<file path="src/rtl/scr1_fprf_pkg.sv">
// scr1_fprf_pkg: shared constants and types for the FP register file
package scr1_fprf_pkg;
  localparam int FPRF_ADDR_W  = 5;
  localparam int FPRF_FLEN    = 32;
  localparam int FPRF_NWR     = 2;
  localparam int FPRF_WP_FAST = 0;
  localparam int FPRF_WP_LONG = FPRF_NWR - 1;
  typedef logic [FPRF_ADDR_W-1:0] fprf_addr_t;
  typedef logic [FPRF_FLEN-1:0]   fprf_data_t;
endpackage

</file>
<file path="src/rtl/scr1_pipe_fprf_scb.sv">
// scr1_pipe_fprf_scb: per-register pending/owner scoreboard with reserve, write-back clear and flush
module scr1_pipe_fprf_scb #(
  parameter int NREGS = 32,
  parameter int NWR   = 2,
  parameter int AW    = 5,
  parameter int PW    = 1
) (
  input  logic                    clk,
  input  logic                    rst,
  input  logic                    resv_vld_i,
  input  logic [AW-1:0]           resv_addr_i,
  input  logic [PW-1:0]           resv_port_i,
  input  logic [NWR-1:0]          wr_vld_i,
  input  logic [NWR-1:0][AW-1:0]  wr_addr_i,
  input  logic                    flush_i,
  output logic                    resv_rdy_o,
  output logic [NREGS-1:0]        pend_o,
  output logic [NREGS-1:0]        clr_o,
  output logic                    busy_o
);
  logic [NREGS-1:0]          pend_q, pend_d;
  logic [NREGS-1:0][PW-1:0]  own_q, own_d;
  assign resv_rdy_o = !pend_q[resv_addr_i] && !flush_i;
  assign busy_o     = |pend_q;
  assign pend_o     = pend_q;
  // only the owning port retires a pending register
  always_comb begin
    clr_o  = '0;
    pend_d = '0;
    own_d  = own_q;
    for (int r = 0; r < NREGS; r++) begin
      for (int p = 0; p < NWR; p++)
        if (wr_vld_i[p] && wr_addr_i[p] == AW'(r) && own_q[r] == PW'(p)) clr_o[r] = pend_q[r];
      if (resv_vld_i && resv_rdy_o && resv_addr_i == AW'(r)) begin
        pend_d[r] = 1'b1;
        own_d[r]  = resv_port_i;
      end else begin
        pend_d[r] = pend_q[r] && !clr_o[r] && !flush_i;
      end
    end
  end
  always_ff @(posedge clk or posedge rst)
    if (rst) begin
      pend_q <= '0;
      own_q  <= '0;
    end else begin
      pend_q <= pend_d;
      own_q  <= own_d;
    end
endmodule

</file>
<file path="src/rtl/scr1_pipe_fprf_mp.sv">
// scr1_pipe_fprf_mp: multi-port FP register file with write-back scoreboard and optional write bypass
import scr1_fprf_pkg::*;
module scr1_pipe_fprf_mp #(
  parameter int FLEN   = FPRF_FLEN,
  parameter int NREGS  = 32,
  parameter int NRD    = 3,
  parameter int NWR    = FPRF_NWR,
  parameter int BYPASS = 1,
  localparam int AW    = $clog2(NREGS),
  localparam int PW    = NWR > 1 ? $clog2(NWR) : 1
) (
  input  logic                     clk,
  input  logic                     rst,
  input  logic [NRD-1:0][AW-1:0]   rd_addr_i,
  output logic [NRD-1:0][FLEN-1:0] rd_data_o,
  output logic [NRD-1:0]           rd_pend_o,
  input  logic                     resv_vld_i,
  input  logic [AW-1:0]            resv_addr_i,
  input  logic [PW-1:0]            resv_port_i,
  output logic                     resv_rdy_o,
  input  logic [NWR-1:0]           wr_vld_i,
  input  logic [NWR-1:0][AW-1:0]   wr_addr_i,
  input  logic [NWR-1:0][FLEN-1:0] wr_data_i,
  input  logic                     flush_i,
  output logic                     busy_o
);
  logic [NREGS-1:0][FLEN-1:0] regs_q, regs_d;
  logic [NREGS-1:0]           pend, clr;
  scr1_pipe_fprf_scb #(.NREGS(NREGS), .NWR(NWR), .AW(AW), .PW(PW)) u_scb (
    .clk        (clk),
    .rst        (rst),
    .resv_vld_i (resv_vld_i),
    .resv_addr_i(resv_addr_i),
    .resv_port_i(resv_port_i),
    .wr_vld_i   (wr_vld_i),
    .wr_addr_i  (wr_addr_i),
    .flush_i    (flush_i),
    .resv_rdy_o (resv_rdy_o),
    .pend_o     (pend),
    .clr_o      (clr),
    .busy_o     (busy_o)
  );
  // walk ports high to low so the lowest index wins on address collisions
  always_comb begin
    regs_d = regs_q;
    for (int p = NWR - 1; p >= 0; p--)
      if (wr_vld_i[p]) regs_d[wr_addr_i[p]] = wr_data_i[p];
  end
  always_comb begin
    rd_data_o = '0;
    rd_pend_o = '0;
    for (int i = 0; i < NRD; i++) begin
      rd_data_o[i] = regs_q[rd_addr_i[i]];
      rd_pend_o[i] = pend[rd_addr_i[i]] && !(BYPASS != 0 && clr[rd_addr_i[i]]);
      for (int p = NWR - 1; p >= 0; p--)
        if (BYPASS != 0 && wr_vld_i[p] && wr_addr_i[p] == rd_addr_i[i]) rd_data_o[i] = wr_data_i[p];
    end
  end
  always_ff @(posedge clk or posedge rst)
    if (rst) regs_q <= '0;
    else     regs_q <= regs_d;
endmodule

</file>
<file path="config.mk">
export PLATFORM = sky130hd
export DESIGN_NAME = scr1_pipe_fprf_mp
export DESIGN_NICKNAME = d
export VERILOG_FILES = /design/src/rtl/scr1_fprf_pkg.sv /design/src/rtl/scr1_pipe_fprf_scb.sv /design/src/rtl/scr1_pipe_fprf_mp.sv
export SDC_FILE = /design/constraint.sdc
export NUM_CORES = 2
export LEC_CHECK = 0
export ABC_AREA = 0
export CORE_AREA = 4 4 439 615
export CTS_BUF_LIST = sky130_fd_sc_hd__clkbuf_4 sky130_fd_sc_hd__clkbuf_8 sky130_fd_sc_hd__clkbuf_16
export DETAILED_ROUTE_END_ITERATION = 16
export DIE_AREA = 0 0 443 619
export PLACE_DENSITY_LB_ADDON = 0.08
export REMOVE_ABC_BUFFERS = 1
export SLEW_MARGIN = 30
export SYNTH_ARGS = -nofsm -noshare
export SYNTH_HDL_FRONTEND = slang
export SYNTH_SLANG_ARGS = --single-unit
</file>
<file path="constraint.sdc">
create_clock -name clk -period 37.8 [get_ports clk]
set_clock_uncertainty 0.1 [all_clocks]
set_input_delay 7.56 -clock clk [delete_from_list [all_inputs] [get_ports clk]]
set_output_delay 7.56 -clock clk [all_outputs]
set_load 0.05 [all_outputs]
</file>
==> results.py <==
metrics = {
    "critical_path": {
        "crit_family": "buffers and inverters",
        "worstPathRequired_ns": 30.14,
        "crit_type": "input port to output port",
        "cpMostUsedCell": "buf_4",
        "cp-end-kind": "output port",
        "start_kind": "input port",
        "cpMaxStageDelayCell": "buf_4",
        "critical_path_buf_inv_count": 6,
        "crit_fanout": 43,
        "path_cells": "buf_8 -> buf_4 -> buf_4 -> buf_16 -> buf_4 -> mux4_2 -> mux4_2 -> mux2i_1 -> nand2_1 -> o21ai_1 -> o21ai_1 -> clkdlybuf4s50_1",
        "critPathArrivalTime_ns": 12.81,
        "cp_slowest_stage_delay_ns": 0.76,
    },
    "worst_hold_path": {
        "hp-class": "flip-flop to flip-flop",
    },
    "floorplanning": {
        "coreArea_um2": 265000,
        "initial_core_util_pct": 29.8,
        "dieArea_um2": 274000,
        "boundaryPins": 202,
        "die_h_um": 619,
        "rows": 224,
        "die_x_um": 443,
    },
    "placed_design": {
        "routabilityCongestion": 0.838,
        "port_buffers": 201,
        "pre_cts_ws_ns": 16.96,
        "dpl.hpwl_mm": 222,
    },
    "logic_synthesis": {
        "synth_seq_cells": 1088,
        "yosys.area.top_type": "dfrtp_1",
        "ys_types": 77,
        "seq_area_frac_synth_pct": 34.5,
        "yosysTopAreaCellShare_pct": 34.5,
        "synth.most_common_cell": "mux2i_1",
        "mappedNetlistArea_um2": 79000,
        "ys_async_sr_fraction_pct": 100,
        "syn_inst": 7083,
        "synth_edf_count": 0,
        "synth_common_cells": "1101 x mux2i_1, 1088 x dfrtp_1, 1010 x mux4_2",
        "yosys_warnings": 0,
        "syn_area_per_cell_um2": 11.2,
        "synth.area.top_cells": "dfrtp_1 34%, mux4_2 29%, mux2i_1 14%",
        "synth_ff_type": "dfrtp_1",
    },
    "sta": {
        "max_freq_ghz": 0.0488,
        "period_share_pct": 54.2,
        "post-route-min-period_ns": 20.47,
        "finalMaxSlewViolations": 0,
        "setup_ws_ns": 17.33,
        "worst_pin_slew_ns": 1.07,
        "setup_viol": 0,
        "slew_headroom_pct": 28.6,
        "hold_viol_final": 0,
        "grt_setup_unrepaired": "false",
        "tns_ns": 0,
    },
    "power": {
        "p_switching_uw": 1640,
        "pwr-share-seq_pct": 37.5,
        "combPwrFrac_pct": 31.8,
        "intPower_uw": 3110,
        "p_clk_share_pct": 30.6,
        "ir_drop_v": 0.0000389,
        "powerDensity_nw_per_um2": 53.1,
        "swShare_pct": 34.5,
        "power_leakage_uw": 0.0349,
    },
    "finish": {
        "multi_input_area_um2": 48500,
        "drive_above_1_share_pct": 23.7,
        "seq_area_um2": 27200,
        "post-route-util_pct": 33.7,
        "fillCellCount": 26100,
        "final_net_count": 6888,
        "area_growth_syn_to_layout_pct": 13.0,
    },
    "detailed_routing": {
        "drc_errors": 0,
        "antenna_left": 0,
        "post_drt_wl_per_cell_um": 38.1,
        "drt-initial-drc-count": 6890,
        "vias_per_cell": 6.03,
        "num_vias": 62700,
        "firstDrtPassIters": 6,
        "wl_mm": 396,
    },
    "clocking": {
        "cts_hold_buf": 0,
        "cts_sinks": 1088,
        "cts.htree.levels": 4,
        "worstSkewPairLatency_ns": 0.83,
        "cts_buffers": 145,
        "ctsResizeCount": 0,
        "post_cts_buffers": 0,
        "cts_tree": "yes",
        "clk_pin_slew_ns": 0.06,
        "cts_root_buf": "clkbuf_16",
        "cts_max_path_buffers": 4,
    },
    "grt": {
        "grt_pass1_vias": 62300,
        "grt_usage_pct": 28.3,
        "grt_first_pass_wirelength_mm": 546,
        "antenna_found_initial": 8,
        "grt_overflow": 0,
        "grt_max_degree": 144,
    },
    "run": {
        "maxCapViolCount": 0,
    },
    "outcome": {
        "status": "finished, final reports clean",
    },
}
-- placed cells by master (no fill, tap or decap), types with 17 or more instances in the layout --
| master | synthesis | final |
|---|---|---|
| inv_1 | 23 | 20 |
| buf_6 | 11 | 20 |
| nand2_4 | 0 | 26 |
| mux4_2 | 1010 | 1010 |
| clkbuf_16 | 0 | 149 |
| o21ai_0 | 528 | 528 |
| mux2_1 | 22 | 22 |
| clkdlybuf4s50_1 | 0 | 178 |
| dfrtp_1 | 1088 | 1088 |
| nor2_1 | 571 | 536 |
| nor2_4 | 1 | 36 |
| clkbuf_8 | 0 | 22 |
| a21oi_1 | 523 | 523 |
| o32ai_1 | 28 | 28 |
| o21ai_1 | 191 | 191 |
| xor2_1 | 24 | 24 |
| nand3_1 | 56 | 53 |
| mux2i_1 | 1101 | 1101 |
| clkbuf_4 | 0 | 28 |
| nand4_1 | 17 | 17 |
| clkinv_2 | 0 | 20 |
| nand2_1 | 826 | 800 |
| buf_4 | 7 | 204 |
-- layer usage --
layer  GRT usage [%]  wire [µm]
met5               0         12
met4            11.2      18700
met3            4.01      24000
met2            47.5     192000
met1            37.0     161000
-- cell type report --
cell class | count | area share (%)
multi-input cells | 5083 | 54.3
diodes | 4 | 0.0112
clock inverters | 41 | 0.569
flip-flops and latches | 1088 | 30.5
repair buffers | 445 | 4.86
inverters | 24 | 0.112
clock buffers | 196 | 4.70
well taps | 3503 | 4.91
-- power groups by stage --
stage / clock network, µW / registers [µW] / logic (µW)
after detailed placement: 0 / 1790 / 1510
after CTS: 1480 / 1770 / 1510
after global routing: 1520 / 1820 / 1610
after floorplan: 0 / 1670 / 1060
after global placement: 0 / 1770 / 1490
final: 1450 / 1780 / 1510
-- metrics by stage --
step / cells / instance area, µm² / power (µW) / hold slack, ns
3_3_place_gp: 10100 / 84000 / 3260 / 0.389
3_5_place_dp: 10100 / 84300 / 3290 / 0.397
6_report: 10400 / 89300 / 4740 / 0.410
2_1_floorplan: 6195 / 75300 / 2730 / 0.372
4_1_cts: 10400 / 89000 / 4760 / 0.410
5_1_grt: 10400 / 89300 / 4960 / 0.427
-- final timing paths --
path	start	end	slack, ns	cells after the start
max	rd_addr_i[0]	rd_data_o[26]	17.33	12
min	u_scb.own_q[27]	u_scb.own_q[27]	0.41	1
max reg2reg	u_scb.pend_o[7]	u_scb.own_q[27]	34.60	6
min reg2reg	u_scb.own_q[27]	u_scb.own_q[27]	0.41	1
max in group asynchronous	rst	regs_q[414]	27.59	5
min in group asynchronous	rst	regs_q[652]	7.20	2
-- cells by family (layout without fill, tap and decap cells) --
logic type / count (synthesis) / count (layout) / share of synthesized area (%)
other: 0 / 4 / 0
xor gates and xnor gates: 30 / 30 / 0.333
buffers and inverters: 912 / 706 / 4.79
AOI/OAI and AO/OA: 1314 / 1314 / 8.71
and+or+nand+nor: 1592 / 1592 / 8.41
DFF: 1088 / 1088 / 34.5
muxes: 2147 / 2147 / 43.3
-- flip-flops by register name, indices dropped and copies added, names as in the netlist --
name,count
regs_q,1024
u_scb.own_q,32
u_scb.pend_o,32
Note: power is estimated with default switching activity, not from simulation.
